## src/rtl/imem_pkg.sv

```systemverilog
// Shared sizing and state encoding for the instruction-memory loader.
package imem_pkg;
  localparam int IMEM_DEPTH = 64;
  localparam int IMEM_AW    = 6;
  localparam int IMEM_DW    = 32;
  localparam int IMEM_CW    = IMEM_AW + 1;

  localparam logic [IMEM_AW-1:0] LAST_ADDR = IMEM_AW'(IMEM_DEPTH - 1);

  typedef enum logic [2:0] {
    ST_IDLE  = 3'd0,
    ST_LOAD  = 3'd1,
    ST_CLEAR = 3'd2,
    ST_DONE  = 3'd3,
    ST_ERR   = 3'd4
  } ld_state_t;
endpackage

```

## src/rtl/imem_word_packer.sv

```systemverilog
// Packs a little-endian byte stream into 32-bit words; a short final word is zero padded.
module imem_word_packer
  import imem_pkg::*;
(
  input  logic               clk,
  input  logic               rst,
  input  logic               i_clr,
  input  logic               i_push,
  input  logic               i_last,
  input  logic [7:0]         i_byte,
  output logic               o_word_done,
  output logic [IMEM_DW-1:0] o_word
);
  logic [1:0]         r_idx;
  logic [23:0]        r_bytes;
  logic [IMEM_DW-1:0] w_cur;

  // Held bytes above the current index are always zero, so OR-merging the
  // incoming byte gives the assembled word including the padding.
  assign w_cur       = {24'h000000, i_byte} << {r_idx, 3'b000};
  assign o_word      = {8'h00, r_bytes} | w_cur;
  assign o_word_done = i_push & (i_last | (r_idx == 2'd3));

  always_ff @(posedge clk or posedge rst) begin
    if (rst) begin
      r_idx   <= 2'd0;
      r_bytes <= 24'h000000;
    end else if (i_clr || o_word_done) begin
      r_idx   <= 2'd0;
      r_bytes <= 24'h000000;
    end else if (i_push) begin
      r_idx   <= r_idx + 2'd1;
      r_bytes <= o_word[23:0];
    end
  end
endmodule

```

## src/rtl/imem_loader.sv

```systemverilog
// Streams a byte program into instruction memory, zero-fills the tail and
// holds the CPU in reset until the image is complete.
module imem_loader
  import imem_pkg::*;
(
  input  logic                clk,
  input  logic                reset,
  input  logic                start,
  input  logic                byte_valid,
  input  logic [7:0]          byte_data,
  input  logic                byte_last,
  output logic                byte_ready,
  output logic                wr_en,
  output logic [IMEM_AW-1:0]  wr_addr,
  output logic [IMEM_DW-1:0]  wr_data,
  output logic [IMEM_CW-1:0]  word_count,
  output logic                busy,
  output logic                done,
  output logic                err,
  output logic                cpu_reset
);
  ld_state_t          r_state;
  logic [IMEM_AW-1:0] r_addr;
  logic               r_wr_en;
  logic [IMEM_AW-1:0] r_wr_addr;
  logic [IMEM_DW-1:0] r_wr_data;
  logic [IMEM_CW-1:0] r_word_count;

  logic               w_push;
  logic               w_word_done;
  logic [IMEM_DW-1:0] w_word;
  logic               w_pk_clr;

  assign byte_ready = (r_state == ST_LOAD);
  assign w_push     = byte_valid & byte_ready;
  assign w_pk_clr   = (r_state != ST_LOAD);

  imem_word_packer u_packer (
    .clk         (clk),
    .rst         (reset),
    .i_clr       (w_pk_clr),
    .i_push      (w_push),
    .i_last      (byte_last),
    .i_byte      (byte_data),
    .o_word_done (w_word_done),
    .o_word      (w_word)
  );

  always_ff @(posedge clk or posedge reset) begin
    if (reset) begin
      r_state      <= ST_IDLE;
      r_addr       <= '0;
      r_wr_en      <= 1'b0;
      r_wr_addr    <= '0;
      r_wr_data    <= '0;
      r_word_count <= '0;
    end else begin
      r_wr_en <= 1'b0;
      case (r_state)
        ST_IDLE, ST_DONE, ST_ERR: begin
          if (start) begin
            r_state      <= ST_LOAD;
            r_addr       <= '0;
            r_word_count <= '0;
          end
        end
        ST_LOAD: begin
          if (w_word_done) begin
            r_wr_en      <= 1'b1;
            r_wr_addr    <= r_addr;
            r_wr_data    <= w_word;
            r_word_count <= r_word_count + 1'b1;
            r_addr       <= r_addr + 1'b1;
            if (byte_last)
              r_state <= (r_addr == LAST_ADDR) ? ST_DONE : ST_CLEAR;
            else if (r_addr == LAST_ADDR)
              r_state <= ST_ERR;
          end
        end
        ST_CLEAR: begin
          r_wr_en   <= 1'b1;
          r_wr_addr <= r_addr;
          r_wr_data <= '0;
          r_addr    <= r_addr + 1'b1;
          if (r_addr == LAST_ADDR)
            r_state <= ST_DONE;
        end
        default: r_state <= ST_IDLE;
      endcase
    end
  end

  assign wr_en      = r_wr_en;
  assign wr_addr    = r_wr_addr;
  assign wr_data    = r_wr_data;
  assign word_count = r_word_count;
  assign busy       = (r_state == ST_LOAD) || (r_state == ST_CLEAR);
  assign done       = (r_state == ST_DONE);
  assign err        = (r_state == ST_ERR);
  assign cpu_reset  = (r_state != ST_DONE);
endmodule

```

## config.mk

```make
export PLATFORM = sky130hd
export DESIGN_NAME = imem_loader
export DESIGN_NICKNAME = d
export VERILOG_FILES = /design/src/rtl/imem_pkg.sv /design/src/rtl/imem_word_packer.sv /design/src/rtl/imem_loader.sv
export SDC_FILE = /design/constraint.sdc
export NUM_CORES = 1
export LEC_CHECK = 0
export CAP_MARGIN = 20
export CELL_PAD_IN_SITES_DETAIL_PLACEMENT = 1
export CELL_PAD_IN_SITES_GLOBAL_PLACEMENT = 1
export CORE_AREA = 5 5 104 106
export CTS_CLUSTER_DIAMETER = 40
export DETAILED_ROUTE_END_ITERATION = 10
export DIE_AREA = 0 0 109 111
export HOLD_SLACK_MARGIN = 0.1
export PLACE_DENSITY = 0.79
export SKIP_LAST_GASP = 1
export SYNTH_ARGS = -nofsm -noshare
export SYNTH_HDL_FRONTEND = slang
export SYNTH_SLANG_ARGS = --single-unit
```

## constraint.sdc

```tcl
create_clock -name clk -period 6 [get_ports clk]
set_input_delay 0.6 -clock clk [delete_from_list [all_inputs] [get_ports clk]]
set_output_delay 0.6 -clock clk [all_outputs]
set_load 0.02 [all_outputs]
```

==> summary.md, run 1 <==
| Metric | Value |
|---|---|
| GR Layer Usage met2 | `about a quarter` |
| Clk_lat worst skew | `340 ps` |
| Setup TNS | `0 ps` |
| R2r setup slk | `about 3600 ps` |
| Core area | `around 9700 um2` |
| Grt peak-use layer | `met2` |
| Total die area | `around 12000 um2` |
| Crit path max fanout | `28` |
| Final setup skew | `approximately 9.3 ps` |
| Design area | `approximately 4500 um2` |
| Tot Pwr | `around 1.8 mW` |
| GRT Total Usage | `roughly 15%` |
| CP Launch Point | `r_state[1]$_DFFE_PP0P_` |
| Yosys reg bits | `81` |
| Status | `complete, no violations` |
| Synth area leaders | `dfrtp_1 (57%), a22o_1 (6.4%), a21oi_1 (5.7%)` |
| Placed Area | `4240 um2` |
| Grt ovf | `0` |
| FF-to-FF Start | `r_state[1]$_DFFE_PP0P_` |
| Synth Area per Inst | `10.7 um2` |
| Height of the die | `about 110 um` |
| Sw Pwr | `roughly 0.65 mW` |
| Critical R2R Capture | `wr_addr[2]$_DFFE_PP0P_` |
| IO buf count | `63` |
| Pin count of the biggest net entering global routing | `between 80 and 90` |
| Vias in the first global route | `2897` |
| Clock share of power | `26.8%` |
| Max VDD drop | `0.178 mV` |
| # clock sinks | `81` |
| CTS tree | `done` |
| Share of cells above drive strength 1 | `under 10%` |
| Root Driver | `clkbuf_8` |
| Final wirelength | `just over 9000 um` |
| Sequential area share after synthesis | `between 50% and 60%` |
| Post-CTS Setup Bufs | `0` |
| Slew Limit Fails | `0` |
| Setup crit end | `busy` |
| I/O pins | `64` |
| Grt met1 use | `20.6%` |
| H-tree depth | `3` |
| Worst Tran Pin Value | `about 920 ps` |
| Gate count of the mapped netlist | `330` |
| Int Pwr | `around 1.2 mW` |
| Cts hold-fix bufs | `0` |
| Fin nets | `401` |
| Area Growth Syn to Fin | `27.7%` |
| Leakage power | `about 2 nW` |
| CTS Buf Count | `9` |
| Critical path cell sequence | `or3b_2 > nand2_2 > clkdlybuf4s50_1` |
| Synth Net Count | `roughly 350` |
| Hold Path Class | `flop to flop` |
| Drt via density | `approximately 5.3` |
| Startpoint Class | `flop` |
| Clk slew on worst S/H paths | `~80 ps` |
| Inst Count DP | `between 500 and 600` |
| Slew margin rel. | `38.7%` |
| First-pass GRT wire length | `~15000 um` |
| Fillers | `around 1000` |
| Final min period | `between 3000 and 4000 ps` |
| Routed Antenna Nets | `0` |
| Crit end category | `output pin` |
| CP max stage cell | `or3b_2` |
| Combinational power share | `between 30 and 40%` |
| Post-synth EDFFs | `0` |
| Die W | `around 110 um` |
| Sequential cell area | `approximately 2000 um2` |
| Initial DRC Count | `~150` |
| Crit path kind | `flop to output pin` |
| # rows | `36` |
| First-pass DRT Iterations | `4` |
| Synth cell types | `44` |
| DR WL/cell | `roughly 18 um` |
| GR Util met3 | `under 10%` |
| Synth async-reset ratio | `100%` |
| Cell with the most instances after synthesis | `dfrtp_1` |
| Area of the multi-input gates | `approximately 1400 um2` |
| Fin. Hold Viols | `0` |
| Fin util | `a little under half` |
| DR vias | `~2800` |
| Worst Hold Slack | `around 490 ps` |
| CP peak stage delay | `790 ps` |
| Starting density of the core | `a little over a third` |
| Max Root-Sink Buffers | `2` |
| Commonest cells in the netlist | `dfrtp_1 (81), a21oi_1 (40), o21ai_0 (36)` |
| Antenna violations before repair | `0` |
| Fmax achieved | `between 300 and 400 MHz` |
| Netlist Area Pre-Place | `between 3000 and 4000 um2` |
| DP Worst Slack | `roughly 3100 ps` |
| RSZ-0062 raised after global routing | `no` |
| Residual DRC | `0` |
| Final Worst Setup Slack | `2860 ps` |
| Critical Path RT | `5400 ps` |
| Switching Share | `35.7%` |
| Max Cap Viol | `0` |
| Post-synth top area share | `57.3%` |
| HPWL Detailed | `roughly 6400 um` |
| # resized after CTS | `0` |
| Post-Layout Cell Count | `523` |
| ANT cells | `0` |
| RePlAce Congestion | `between 0.7 and 0.8` |
| Final worst path period share | `52.3%` |
| R2R cell count | `4` |
| Ys flop type | `dfrtp_1` |
| Warnings from Yosys | `0` |
| Sequential share of power | `between 30% and 40%` |
| CP arrival | `about 2500 ps` |
| Yosys top cell by area | `dfrtp_1` |
| PwrDens | `401 nW/um2` |
| Setup violations, final | `0` |
[kinds of logic after synthesis]
group                      count (synthesis)  synth area share [%]
muxes                                      8                  3.15
DFF                                       81                  57.3
and+or+nand+nor                           96                  14.2
AOI/OAI and AO/OA                        115                  20.6
buffers and inverters                     27                  3.68
adders and majority gates                  3                  1.06
[critical path: cells and delay by family (launching register included)]
family / cells / cell delay, ps
simple gates: 2 / 1010
buf+inv: 1 / 630
flops: 1 / 550
[registers in the layout (all words and copies together) (netlist names)]
| signal | count |
|---|---|
| r_addr | 6 |
| r_state | 3 |
| u_packer.r_bytes | 24 |
| u_packer.r_idx | 2 |
| word_count | 7 |
| wr_addr | 6 |
| wr_data | 32 |
| wr_en | 1 |
[cells in the final DEF (no fill, tap or decap), types with 2 or more instances in the layout]
| cell type | netlist | final |
|---|---|---|
| nand2_1 | 16 | 16 |
| o21ai_0 | 36 | 36 |
| ha_1 | 3 | 3 |
| and3_1 | 6 | 6 |
| o22a_1 | 3 | 3 |
| buf_4 | 1 | 2 |
| a21oi_1 | 40 | 40 |
| bufinv_16 | 0 | 3 |
| nand2b_1 | 3 | 3 |
| mux2_4 | 6 | 6 |
| clkbuf_8 | 0 | 10 |
| o21a_1 | 2 | 2 |
| and2_1 | 2 | 2 |
| nor2b_1 | 4 | 4 |
| inv_1 | 5 | 4 |
| nand3_1 | 31 | 31 |
| nor2_1 | 21 | 21 |
| a22o_1 | 26 | 26 |
| dfrtp_1 | 81 | 81 |
| clkdlybuf4s50_1 | 0 | 63 |
[power groups by stage]
stage	sequential [mW]	clock [mW]	combinational, mW
final	0.704	0.486	0.622
after global routing	0.717	0.513	0.680
after CTS	0.706	0.493	0.629
after detailed placement	0.713	0	0.624
after global placement	0.706	0	0.609
after floorplan	0.747	0	0.368
[worst min-delay path by stage]
stage,start,endpoint,slack (ps),cells past startpoint
3_3_place_gp,u_packer.r_bytes[23]$_DFFE_PP0P_,u_packer.r_bytes[23]$_DFFE_PP0P_,480,2
3_5_place_dp,word_count[6]$_DFFE_PP0P_,word_count[6]$_DFFE_PP0P_,480,1
4_1_cts,word_count[6]$_DFFE_PP0P_,word_count[6]$_DFFE_PP0P_,490,1
6_report,word_count[6]$_DFFE_PP0P_,word_count[6]$_DFFE_PP0P_,490,1
5_1_grt,word_count[6]$_DFFE_PP0P_,word_count[6]$_DFFE_PP0P_,500,1
2_1_floorplan,u_packer.r_bytes[12]$_DFFE_PP0P_,u_packer.r_bytes[12]$_DFFE_PP0P_,460,2
[final cells by class]
cell class              instances  share of cell area, %
clock inverters                 6                   2.49
flip-flops and latches         81                   44.9
well taps                     133                   3.69
clock buffers                  10                   3.05
multi-input cells             222                   30.5
repair buffers                 66                   14.9
inverters                       5                  0.416
[layer usage]
metal | wire length (um) | vias to the layer above
met2 | 4620 | 59
met1 | 4110 | 1408
met5 | 0 | -
met4 | 102 | 0
li1 | - | 1314
met3 | 397 | 10
(Power assumes the default switching activity.)
==> inputs of run 2 (changes only) <==
PLACE_DENSITY = 0.82   (was 0.79)
clock period = 2.76 ns   (was 6 ns; I/O delays follow)
==> summary.md, run 2 (same netlist as run 1, synthesis figures left out) <==
| Metric | Value |
|---|---|
| Final wirelength | `~9600 um` |
| Core area | `~9700 um2` |
| Clock share of power | `27.3%` |
| Antenna violations before repair | `0` |
| Worst Hold Slack | `a little over 300 ps` |
| Final min period | `approximately 2500 ps` |
| Status | `complete, no violations` |
| Routed Antenna Nets | `0` |
| Leakage power | `2.02 nW` |
| Fin. Hold Viols | `0` |
| Sw Pwr | `~1.5 mW` |
| Max VDD drop | `approximately 0.43 mV` |
| Pin count of the biggest net entering global routing | `35` |
| Grt ovf | `0` |
| Share of cells above drive strength 1 | `between 10% and 20%` |
| Int Pwr | `roughly 2.6 mW` |
| Total die area | `roughly 12000 um2` |
| Hold Path Class | `input port to async pin` |
| Clk_lat worst skew | `roughly 360 ps` |
| Fmax achieved | `399 MHz` |
| Initial DRC Count | `between 100 and 150` |
| Clk slew on worst S/H paths | `about 100 ps` |
| First-pass DRT Iterations | `5` |
| Setup TNS | `0 ps` |
| Final setup skew | `between 10 and 15 ps` |
| Area Growth Syn to Fin | `28.7%` |
| Slew Limit Fails | `0` |
| Switching Share | `a little over a third` |
| Fin nets | `around 410` |
| Final worst path period share | `between 90% and 100%` |
| DR WL/cell | `18.2 um` |
| Height of the die | `between 100 and 150 um` |
| # clock sinks | `a little over 80` |
| Final Worst Setup Slack | `approximately 250 ps` |
| I/O pins | `64` |
| Root Driver | `clkbuf_8` |
| Area of the multi-input gates | `1380 um2` |
| Highest-count cells in the layout ignoring fill and taps | `dfrtp_1 (80), clkdlybuf4s50_1 (63), a21oi_1 (40), o21ai_0 (36), nand3_1 (31)` |
| HPWL Detailed | `between 6000 and 7000 um` |
| RSZ-0062 raised after global routing | `no` |
| # rows | `36` |
| Post-Layout Cell Count | `528` |
| GRT Total Usage | `around 16%` |
| ANT cells | `0` |
| Startpoint Class | `flop` |
| Post-CTS Setup Bufs | `0` |
| Inst Count DP | `slightly above 500` |
| Max Cap Viol | `0` |
| Crit path kind | `flop to output pin` |
| Combinational power share | `between 30% and 40%` |
| DP Worst Slack | `338 ps` |
| Setup violations, final | `0` |
| Crit end category | `output pin` |
| Residual DRC | `0` |
| Drt via density | `5.41` |
| CTS tree | `done` |
| Sequential cell area | `around 2000 um2` |
| Fillers | `approximately 1100` |
| Max Root-Sink Buffers | `2` |
| IO buf count | `63` |
| DR vias | `2855` |
| Critical Path RT | `2480 ps` |
| Vias in the first global route | `3002` |
| Die W | `109 um` |
| CTS Buf Count | `9` |
| Worst Tran Pin Value | `about 680 ps` |
| Max reg flops | `32` |
| Slew margin rel. | `~54%` |
| RePlAce Congestion | `about 0.77` |
| PwrDens | `roughly 890 nW/um2` |
| Starting density of the core | `36.5%` |
| CP arrival | `between 2000 and 2500 ps` |
| Commonest non-fill, non-tap cell in the layout | `dfrtp_1` |
| H-tree depth | `3` |
| Sequential share of power | `37.9%` |
| First-pass GRT wire length | `~16000 um` |
| Crit path max fanout | `13` |
## run 2: cell count changes in the layout (fill, tap and decap cells not counted)
| cell | previous run | this run |
|---|---|---|
| buf_16 | 1 | 0 |
| or3b_1 | 1 | 0 |
| clkinv_4 | 1 | 0 |
| buf_4 | 2 | 7 |
| inv_6 | 1 | 2 |
| dfrtp_1 | 81 | 80 |
| clkbuf_8 | 10 | 9 |
| inv_8 | 0 | 2 |
| or3b_4 | 0 | 1 |
| dfrtp_2 | 0 | 1 |
| buf_12 | 0 | 1 |
| clkinv_2 | 1 | 0 |
## run 2: stage by stage
stage               cell area (um2)  util (%)  total power [mW]
finish                         4550      47.0              4.04
global route                   4550      47.0              4.27
CTS                            4550      47.0              4.07
detailed placement             4290      44.3              2.95
global placement               4290      44.3              2.89
floorplan                      3540         -              2.42
## run 2: worst paths after layout
check / cells past startpoint / slack (ps) / from / end
min in group clk: 1 / 500 / word_count[6]$_DFFE_PP0P_ / word_count[6]$_DFFE_PP0P_
setup reg to reg: 5 / 490 / u_packer.r_idx[0]$_DFFE_PP0P_ / wr_addr[2]$_DFFE_PP0P_
setup / recovery: 3 / 250 / r_state[1]$_DFFE_PP0P_ / byte_ready
max in group asynchronous: 3 / 1720 / reset / u_packer.r_bytes[4]$_DFFE_PP0P_
hold / removal: 2 / 310 / reset / wr_data[24]$_DFFE_PP0P_
hold reg to reg: 1 / 500 / word_count[6]$_DFFE_PP0P_ / word_count[6]$_DFFE_PP0P_
## run 2: repair_timing
item	CTS	global route
endpoints found under the setup margin	0	1
hold buffers	0	0
resized for setup	0	2
## run 2: layout make-up
type	count	share of cell area (%)
Sequential cell	81	44.6
Timing Repair Buffer	71	15.4
Tap cell	133	3.66
Inverter	5	0.412
Clock inverter	7	2.86
Clock buffer	9	2.72
Multi-Input combinational cell	222	30.3
## run 2: routing by layer
metal	vias to the layer above	part of all wire (%)	GRT usage, %
met5	-	0	0
met3	9	4.5	2.91
met2	69	50	26.3
met4	0	1.0	5.30
met1	1460	44	22.6
li1	1317	-	-
## run 2: power groups by stage
| stage | Combinational [mW] | Clock (mW) | Sequential [mW] |
|---|---|---|---|
| after detailed placement | 1.40 | 0 | 1.55 |
| after floorplan | 0.800 | 0 | 1.62 |
| after CTS | 1.42 | 1.12 | 1.53 |
| after global placement | 1.36 | 0 | 1.54 |
| after global routing | 1.54 | 1.17 | 1.56 |
| final | 1.41 | 1.10 | 1.53 |
## run 2: critical path: stages (launching register included)
cell,delay (ps)
dfrtp_1,520
or3b_4,520
inv_1,190
clkdlybuf4s50_1,640
